**config.mk**
```make
export PLATFORM = sky130hd
export DESIGN_NAME = instr_sequencer
export DESIGN_NICKNAME = d
export VERILOG_FILES = /design/src/rtl/instr_sequencer.sv
export SDC_FILE = /design/constraint.sdc
export NUM_CORES = 1
export LEC_CHECK = 0
export ABC_AREA = 1
export BUFFER_PORTS_ARGS = -buffer_cell sky130_fd_sc_hd__buf_4
export CORE_UTILIZATION = 58
export CTS_CLUSTER_SIZE = 20
export DETAILED_ROUTE_END_ITERATION = 10
export PLACE_DENSITY = 0.85
export SLEW_MARGIN = 20
export SYNTH_ARGS = -nofsm -noshare
export SYNTH_HDL_FRONTEND = slang
export SYNTH_SLANG_ARGS = --single-unit
```
**constraint.sdc**
```tcl
create_clock -name clk -period 3.9 [get_ports clk]
set_input_delay 0 -clock clk [delete_from_list [all_inputs] [get_ports clk]]
set_output_delay 0 -clock clk [all_outputs]
set_load 0.005 [all_outputs]
```
**src/rtl/instr_sequencer.sv**
```systemverilog
// instr_sequencer: fetch/decode sequencer over a registered-read instruction memory;
// resolves control flow locally and offers EXEC operands over valid/ready.
module instr_sequencer #(
    parameter int DATA_WIDTH = 16,
    parameter int ADDR_WIDTH = 5,
    parameter int LOOP_WIDTH = 8
) (
    input  logic                  clk,
    input  logic                  rst_n,
    input  logic                  start,
    output logic [ADDR_WIDTH-1:0] counter,
    input  logic [DATA_WIDTH-1:0] instructCode,
    output logic                  issue_valid,
    input  logic                  issue_ready,
    output logic [11:0]           issue_data,
    output logic                  busy,
    output logic                  done,
    output logic                  illegal
);
    typedef enum logic [2:0] {IDLE, FETCH, DECODE, ISSUE, HALTED} state_t;
    localparam logic [3:0] OP_NOP    = 4'h0;
    localparam logic [3:0] OP_EXEC   = 4'h1;
    localparam logic [3:0] OP_JMP    = 4'h2;
    localparam logic [3:0] OP_DJNZ   = 4'h3;
    localparam logic [3:0] OP_SETCNT = 4'h4;
    localparam logic [3:0] OP_HALT   = 4'hF;
    state_t                state_q, state_d;
    logic [ADDR_WIDTH-1:0] pc_q, pc_d;
    logic [LOOP_WIDTH-1:0] loop_cnt_q, loop_cnt_d;
    logic                  issue_valid_q, issue_valid_d;
    logic [11:0]           issue_data_q, issue_data_d;
    logic                  busy_q, busy_d;
    logic                  done_q, done_d;
    logic                  illegal_q, illegal_d;
    logic [3:0]            opcode;
    logic [11:0]           operand;
    logic [ADDR_WIDTH-1:0] pc_inc;
    assign opcode  = instructCode[DATA_WIDTH-1 -: 4];
    assign operand = instructCode[11:0];
    assign pc_inc  = pc_q + ADDR_WIDTH'(1);
    always_comb begin
        state_d       = state_q;
        pc_d          = pc_q;
        loop_cnt_d    = loop_cnt_q;
        issue_valid_d = issue_valid_q;
        issue_data_d  = issue_data_q;
        busy_d        = busy_q;
        done_d        = done_q;
        illegal_d     = illegal_q;
        case (state_q)
            IDLE, HALTED: if (start) begin
                state_d    = FETCH;
                pc_d       = '0;
                loop_cnt_d = '0;
                busy_d     = 1'b1;
                done_d     = 1'b0;
                illegal_d  = 1'b0;
            end
            FETCH: state_d = DECODE;
            DECODE: begin
                state_d = FETCH;
                pc_d    = pc_inc;
                case (opcode)
                    OP_NOP:    pc_d = pc_inc;
                    OP_EXEC: begin
                        state_d       = ISSUE;
                        pc_d          = pc_q;
                        issue_valid_d = 1'b1;
                        issue_data_d  = operand;
                    end
                    OP_JMP:    pc_d = operand[ADDR_WIDTH-1:0];
                    OP_DJNZ: if (loop_cnt_q != '0) begin
                        // Jump only while the decremented count is still non-zero
                        loop_cnt_d = loop_cnt_q - LOOP_WIDTH'(1);
                        pc_d       = (loop_cnt_q != LOOP_WIDTH'(1)) ? operand[ADDR_WIDTH-1:0] : pc_inc;
                    end
                    OP_SETCNT: loop_cnt_d = operand[LOOP_WIDTH-1:0];
                    OP_HALT: begin
                        state_d = HALTED;
                        pc_d    = pc_q;
                        busy_d  = 1'b0;
                        done_d  = 1'b1;
                    end
                    default:   illegal_d = 1'b1;
                endcase
            end
            ISSUE: if (issue_ready) begin
                state_d       = FETCH;
                pc_d          = pc_inc;
                issue_valid_d = 1'b0;
            end
            default: state_d = IDLE;
        endcase
    end
    always_ff @(posedge clk or negedge rst_n) begin
        if (!rst_n) begin
            state_q       <= IDLE;
            pc_q          <= '0;
            loop_cnt_q    <= '0;
            issue_valid_q <= 1'b0;
            issue_data_q  <= '0;
            busy_q        <= 1'b0;
            done_q        <= 1'b0;
            illegal_q     <= 1'b0;
        end else begin
            state_q       <= state_d;
            pc_q          <= pc_d;
            loop_cnt_q    <= loop_cnt_d;
            issue_valid_q <= issue_valid_d;
            issue_data_q  <= issue_data_d;
            busy_q        <= busy_d;
            done_q        <= done_d;
            illegal_q     <= illegal_d;
        end
    end
    assign counter     = pc_q;
    assign issue_valid = issue_valid_q;
    assign issue_data  = issue_data_q;
    assign busy        = busy_q;
    assign done        = done_q;
    assign illegal     = illegal_q;
endmodule

```
==> results.json, run 1 <==
{
  "rows": 20,
  "critical_path.max_fanout": 19,
  "ys_ff_latch": 32,
  "synth.yosys.warnings": 0,
  "worst_ep_arrival_time_ps": 2310,
  "worst_skew_pair.late_latency_ps": 340,
  "outcome": "finished, final reports clean",
  "detailedPlacementHpwl_um": 3066,
  "finalCriticalPeriod_ps": 2067,
  "layout.area.seq_um2": 800.8,
  "synth_area_leaders": "sky130_fd_sc_hd__dfrtp_1 43%, sky130_fd_sc_hd__nand2_1 13%, sky130_fd_sc_hd__nor2_1 7.7%",
  "postLayoutCoreUtil_pct": 79.51,
  "drt-initial-drc-count": 122,
  "finalPower_mw": 1.656,
  "synth_top_cell_by_area": "sky130_fd_sc_hd__dfrtp_1",
  "ctsHtreeMaxLevel": 2,
  "timing.final.setup_violations": 0,
  "cpMaxStageDelayCell": "sky130_fd_sc_hd__nor2_2",
  "route.vias.total": 1820,
  "chipHeight_um": 58.54,
  "antenna_left": 0,
  "vias_per_cell": 5.141,
  "fp.dieW_um": 58.54,
  "grt_pass1_vias": 1716,
  "synth_largest_type_area_fraction_pct": 43.18,
  "final_net_count": 333,
  "core_um2": 3053,
  "critical_path.endpoint_type": "register",
  "setup_repair_after_global_routing_missed_its_margin": "no",
  "syn_inst": 250,
  "placed_area_um2": 2182,
  "die_area_um2": 3427,
  "numPortBuffers": 40,
  "cp-start-kind": "register",
  "path_cells": "inv_2, nand2_1, nor2_2, nand2_2, nand2_2, inv_2, nand2_2, inv_2, nor2_1, a21oi_1",
  "synth.net_count": 274,
  "global_route.overflow_total": 0,
  "critPathKind": "register to register",
  "drive_above_1_share_pct": 21.29,
  "num_io_pins": 41,
  "yosysSeqAreaShare_pct": 43.18,
  "wire_per_inst_um": 12.66,
  "ir_worst_vdd_v": 0.0004970,
  "grt_max_degree": 33,
  "maximum_cell_stage_delay_along_the_critical_path_ps": 500,
  "report.final.slew_viol_count": 0,
  "clock-skew-final_ps": 8.497,
  "most-common-layout-cells": "65 x sky130_fd_sc_hd__nand2_1, 40 x sky130_fd_sc_hd__buf_4, 38 x sky130_fd_sc_hd__nor2_1",
  "synthDistinctLibCells": 27,
  "grt_antenna_before_repair": 0,
  "clock_tree_from_tritoncts": "yes",
  "post_route_cell_area_um2": 2427,
  "globalRouteTotalUtil_pct": 28.72,
  "multiInputGateArea_um2": 909.6,
  "layout_commonest_cell": "sky130_fd_sc_hd__nand2_1",
  "max_slew.worst_pin.slew_ps": 645.8,
  "rrSetupSlack_ps": 1830,
  "cts_setup_buffers": 0,
  "post_synth.cell_area_avg_um2": 7.417,
  "worst_hold_path_type": "input port to register",
  "global_route_wire_length_before_repair_um": 7320,
  "worstPathBufferInverterCount": 3,
  "fmax_mhz": 483.7,
  "clkSinkCount": 32,
  "initial_utilization_pct": 60.74,
  "routability_congestion_estimate": 0.8224,
  "drt_drc_violations_left": 0,
  "synth_area_um2": 1854,
  "fillerInstances": 239,
  "wl_um": 4480,
  "hold_violations": 0,
  "crit_family": "simple AND/OR/NAND/NOR gates",
  "clock_tree.root_cell": "sky130_fd_sc_hd__clkbuf_4",
  "fin_crit_sh_pct": 53.01,
  "drt_pre_antenna_iters": 4,
  "area.growth.synth_to_final_pct": 30.90,
  "setup_tns_ps": 0,
  "cts.path.max_buffers": 2,
  "num_cts_buffers": 5,
  "timing.slew.headroom_pct": 56.90,
  "antennaDiodeCount": 0,
  "clock_transition_time_at_the_flip_flop_clock_pins_of_the_worst_setup_and_hold_paths_ps": 100,
  "cap_violations": 0,
  "power.density_cell_area_nw_per_um2": 682.3,
  "worst-endpoint-required_ps": 4140,
  "total_leakage_power_nw": 1.301
}
logic make-up after synthesis:
| kind of cell | synth area share [%] |
|---|---|
| AO/OA/AOI/OAI | 11.94 |
| XOR/XNOR | 2.362 |
| adder cells (fa/ha/maj) | 2.699 |
| buffers and inverters | 7.759 |
| flip-flops | 43.18 |
| AND/OR/NAND/NOR | 32.05 |
sequential cells by signal, indices dropped and copies added (netlist names):
register / count
counter: 5
illegal: 1
loop_cnt_q: 8
done: 1
state_q: 3
issue_valid: 1
issue_data: 12
busy: 1
metrics by stage:
stage / setup WS, ps / hold slack [ps] / instances
global route: 1676 / 58.66 / 354
finish: 1833 / 55.94 / 354
floorplan: 2584 / -295.6 / 250
global placement: 1968 / -39.63 / 331
CTS: 1842 / 45.28 / 354
detailed placement: 1866 / -36.71 / 331
tightest hold or removal path, cell delays in order:
cell and delay (ps):
sky130_fd_sc_hd__buf_4 120, sky130_fd_sc_hd__nand4_1 130, sky130_fd_sc_hd__o21ai_0 100
report_power, final:
part	switching (mW)	internal [mW]
registers	0.108	0.449
logic	0.456	0.354
clock network	0.118	0.170
layout make-up:
| cell class | instances | area share, % |
|---|---|---|
| repair buffers | 55 | 18.56 |
| well taps | 44 | 2.268 |
| clock buffers | 7 | 2.680 |
| multi-input cells | 184 | 37.47 |
| clock inverters | 1 | 1.237 |
| inverters | 31 | 4.794 |
| flip-flops and latches | 32 | 32.99 |
Yosys cell counts:
library cell / count
sky130_fd_sc_hd__nand2_1: 65
sky130_fd_sc_hd__nand4_1: 2
sky130_fd_sc_hd__nand3_1: 19
sky130_fd_sc_hd__xnor2_1: 2
sky130_fd_sc_hd__ha_1: 4
sky130_fd_sc_hd__nand2_2: 5
sky130_fd_sc_hd__nor2_4: 1
sky130_fd_sc_hd__o21ai_4: 1
sky130_fd_sc_hd__o22ai_1: 1
sky130_fd_sc_hd__dfrtp_1: 32
sky130_fd_sc_hd__o21bai_1: 1
sky130_fd_sc_hd__nor2_2: 5
sky130_fd_sc_hd__nand3_2: 1
sky130_fd_sc_hd__a21oi_1: 9
sky130_fd_sc_hd__o22ai_4: 1
sky130_fd_sc_hd__nand2_4: 1
sky130_fd_sc_hd__nor2_1: 38
sky130_fd_sc_hd__a21boi_0: 1
sky130_fd_sc_hd__buf_6: 2
sky130_fd_sc_hd__xor2_1: 3
sky130_fd_sc_hd__inv_2: 3
sky130_fd_sc_hd__buf_2: 1
sky130_fd_sc_hd__nor3_1: 1
sky130_fd_sc_hd__o311ai_0: 1
sky130_fd_sc_hd__o21ai_1: 5
sky130_fd_sc_hd__inv_1: 28
sky130_fd_sc_hd__o21ai_0: 17
path summary, 6_finish.rpt:
kind / depth (start not counted) / start / end
max: 10 / state_q[2] / counter[1]
min: 3 / instructCode[15] / done
max reg2reg: 10 / state_q[2] / counter[1]
min reg2reg: 2 / issue_data[8] / issue_data[8]
max in group asynchronous: 2 / rst_n / done
min in group asynchronous: 2 / rst_n / loop_cnt_q[6]
per-layer routing:
metal / up-vias / GRT usage, % / part of all wire, %
li1: 916 / - / -
met1: 833 / 35.49 / 44
met2: 61 / 48.93 / 49
met3: 10 / 5.934 / 5.5
met4: 0 / 12.24 / 1.9
met5: - / 0 / 0
repair_timing:
| item | CTS | global route |
|---|---|---|
| resized for setup | 0 | 0 |
| hold buffers | 15 | 0 |
| endpoints found under the setup margin | 0 | 0 |
| hold endpoints to repair | 54 | 0 |
Power figures use the tool's default switching activity.
==> run 2, diff against run 1 <==
- ABC_AREA: 1 -> 0
- CORE_UTILIZATION: 58 -> 47
- PLACE_DENSITY: 0.85 -> 0.74
- clock period: 3.9 -> 1.9 ns (I/O delays scaled with it)
==> run 2 against run 1 <==
  * The run now ends with setup timing left
  * Via count down 9.4%
  * Sequential power increased by 120%
  * Register-to-register slack got worse by 1900 ps
  * Clock power is 89% higher
  * Combinational power rose by 150%
  * Count of clock-buffer cells in the layout down 2
  * Hold slack better by 66 ps
  * Clock skew grew 1.5 ps
  * Cell count is 19% lower
  * Die area is 11% higher
  * Highest routed layer unchanged
==> results.json, run 2 <==
{
  "outcome": "finished with violations",
  "failing_checks": "setup timing",
  "synth.net_count": 190,
  "critical_path.endpoint_type": "register",
  "vias_per_cell": 5.746,
  "max_slew.worst_pin.slew_ps": 574.7,
  "globalRouteTotalUtil_pct": 26.10,
  "report.final.slew_viol_count": 0,
  "clock_tree.root_cell": "sky130_fd_sc_hd__clkbuf_4",
  "synth_top_cell_by_area": "sky130_fd_sc_hd__dfrtp_1",
  "yosysSeqAreaShare_pct": 47.65,
  "grt_max_degree": 33,
  "synth_edf_count": 0,
  "synth_most_common_cell": "sky130_fd_sc_hd__dfrtp_1",
  "global_route_wire_length_before_repair_um": 7182,
  "syn_inst": 166,
  "clock-skew-final_ps": 9.962,
  "synth.yosys.warnings": 0,
  "cap_violations": 0,
  "ys.flop_type": "sky130_fd_sc_hd__dfrtp_1",
  "fmax_mhz": 505.8,
  "wl_um": 4589,
  "drt_pre_antenna_iters": 4,
  "critical_path.max_fanout": 3,
  "num_cts_buffers": 5,
  "synth_area_um2": 1680,
  "synth_largest_type_area_fraction_pct": 47.65,
  "die_area_um2": 3819,
  "detailedPlace.worstSlack_ps": -31.08,
  "largest_register_ffs": 12,
  "drt-initial-drc-count": 86,
  "routability_congestion_estimate": 0.8425,
  "dpl.cell_count": 261,
  "antenna_left": 0,
  "drt_drc_violations_left": 0,
  "grt_antenna_before_repair": 0,
  "total_leakage_power_nw": 1.174,
  "initial_utilization_pct": 49.58,
  "grt_pass1_vias": 1615,
  "most-common-layout-cells": "55 x sky130_fd_sc_hd__buf_4, 32 x sky130_fd_sc_hd__dfrtp_1, 15 x sky130_fd_sc_hd__dlygate4sd3_1",
  "worst_ep_arrival_time_ps": 2260,
  "rows": 21,
  "synthDistinctLibCells": 47,
  "timing.final.setup_violations": 10,
  "num_io_pins": 41,
  "timing.slew.headroom_pct": 61.69,
  "drive_above_1_share_pct": 34.85,
  "clkSinkCount": 32,
  "final_net_count": 264,
  "fin_crit_sh_pct": 104.1,
  "antennaDiodeCount": 0,
  "critPathKind": "register to register",
  "worst_hold_slack_ps": 121.9,
  "power.density_cell_area_nw_per_um2": 1529,
  "core_um2": 3390,
  "clock_tree_from_tritoncts": "yes",
  "ir_worst_vdd_v": 0.0008944,
  "synth_area_leaders": "sky130_fd_sc_hd__dfrtp_1 48%, sky130_fd_sc_hd__mux2_1 4.0%, sky130_fd_sc_hd__mux2_2 4.0%",
  "clock_transition_time_at_the_flip_flop_clock_pins_of_the_worst_setup_and_hold_paths_ps": 120,
  "finalCriticalPeriod_ps": 1977,
  "ys_ff_latch": 32,
  "worst_hold_path_type": "input port to register",
  "synth_async_sr_flop_share_pct": 100.0,
  "worst_skew_pair.late_latency_ps": 340,
  "area.growth.synth_to_final_pct": 45.42,
  "detailedPlacementHpwl_um": 3115,
  "setup_tns_ps": -274.3,
  "global_route.overflow_total": 0,
  "post_synth.cell_area_avg_um2": 10.12,
  "cts.path.max_buffers": 2,
  "cp-start-kind": "register",
  "finalNonFillerCells": 287,
  "worst-endpoint-required_ps": 2180,
  "hold_violations": 0,
  "chipHeight_um": 61.80,
  "postLayoutCoreUtil_pct": 72.09,
  "layout_commonest_cell": "sky130_fd_sc_hd__buf_4",
  "wire_per_inst_um": 15.99,
  "setup_repair_after_global_routing_missed_its_margin": "yes",
  "route.vias.total": 1649,
  "fin_ws_ps": -77.12,
  "ctsHtreeMaxLevel": 2,
  "numPortBuffers": 40,
  "fp.dieW_um": 61.80,
  "rrSetupSlack_ps": -80,
  "fillerInstances": 232,
  "synth_common_cells": "32 x sky130_fd_sc_hd__dfrtp_1, 13 x sky130_fd_sc_hd__nor2_1, 10 x sky130_fd_sc_hd__a21oi_1, 10 x sky130_fd_sc_hd__nand2_1"
}
## run 2: cell types whose count changed after synthesis, sizes merged, moves of 11 or more
cell / delta
nand2: -61
nor2: -31
inv: -26
mux2: +12
nand3: -12
o21ai: -11
## run 2: final timing paths
check	startpoint	endpoint	cells past startpoint
setup / recovery	loop_cnt_q[3]	counter[4]	5
hold / removal	instructCode[13]	state_q[1]	5
setup reg to reg	loop_cnt_q[3]	counter[4]	5
hold reg to reg	issue_data[5]	issue_data[5]	1
max in group asynchronous	rst_n	issue_data[0]	2
min in group asynchronous	rst_n	state_q[2]	2
## run 2: cells by family after synthesis
| family | Yosys count | share of synthesized area (%) |
|---|---|---|
| simple gates | 66 | 22.86 |
| compound gates | 39 | 14.75 |
| flops | 32 | 47.65 |
| mux | 13 | 8.637 |
| buf+inv | 11 | 2.606 |
| fa+ha+maj | 4 | 2.979 |
| xor+xnor | 1 | 0.5213 |
## run 2: layout make-up
class	instances	area, um2	area share (%)
inverter	5	18.77	0.7681
timing repair buffer	73	596.8	24.42
tap	46	57.56	2.355
multi-input combinational	123	885.9	36.25
clock inverter	3	46.29	1.895
clock buffer	5	37.54	1.536
sequential	32	800.8	32.77
## run 2: repair_timing
action                                 CTS  global route
endpoints found under the hold margin   57             0
setup endpoints to repair                9            12
buffers inserted                         0             3
hold buffers                            15             0
pin swaps                                2             6
gates resized for setup                  7             4
## run 2: through the flow
stage               cell area (um2)  total power [mW]
floorplan                      1687             2.256
global placement               2132             2.903
detailed placement             2132             2.985
CTS                            2400             3.625
global route                   2444             4.001
finish                         2444             3.737
## run 2: power breakdown
| part | leakage, nW | switching, mW | internal (mW) |
|---|---|---|---|
| Clock | 0.0418 | 0.264 | 0.281 |
| Combinational | 0.717 | 0.972 | 1.02 |
| Sequential | 0.416 | 0.245 | 0.960 |
## run 2: critical path: stages (launching register included)
cell and delay, ps:
sky130_fd_sc_hd__dfrtp_1 390, sky130_fd_sc_hd__or4_4 530, sky130_fd_sc_hd__o31a_1 320, sky130_fd_sc_hd__a21o_1 170
sky130_fd_sc_hd__or4_1 410, sky130_fd_sc_hd__nand3_1 100
## run 2: per-layer routing
layer,global-route usage (%),vias to the layer above,wire (um)
met2,45.78,70,2360
li1,-,770,-
met5,0,-,0
met3,5.797,9,260
met1,31.27,800,1888
met4,9.841,0,80
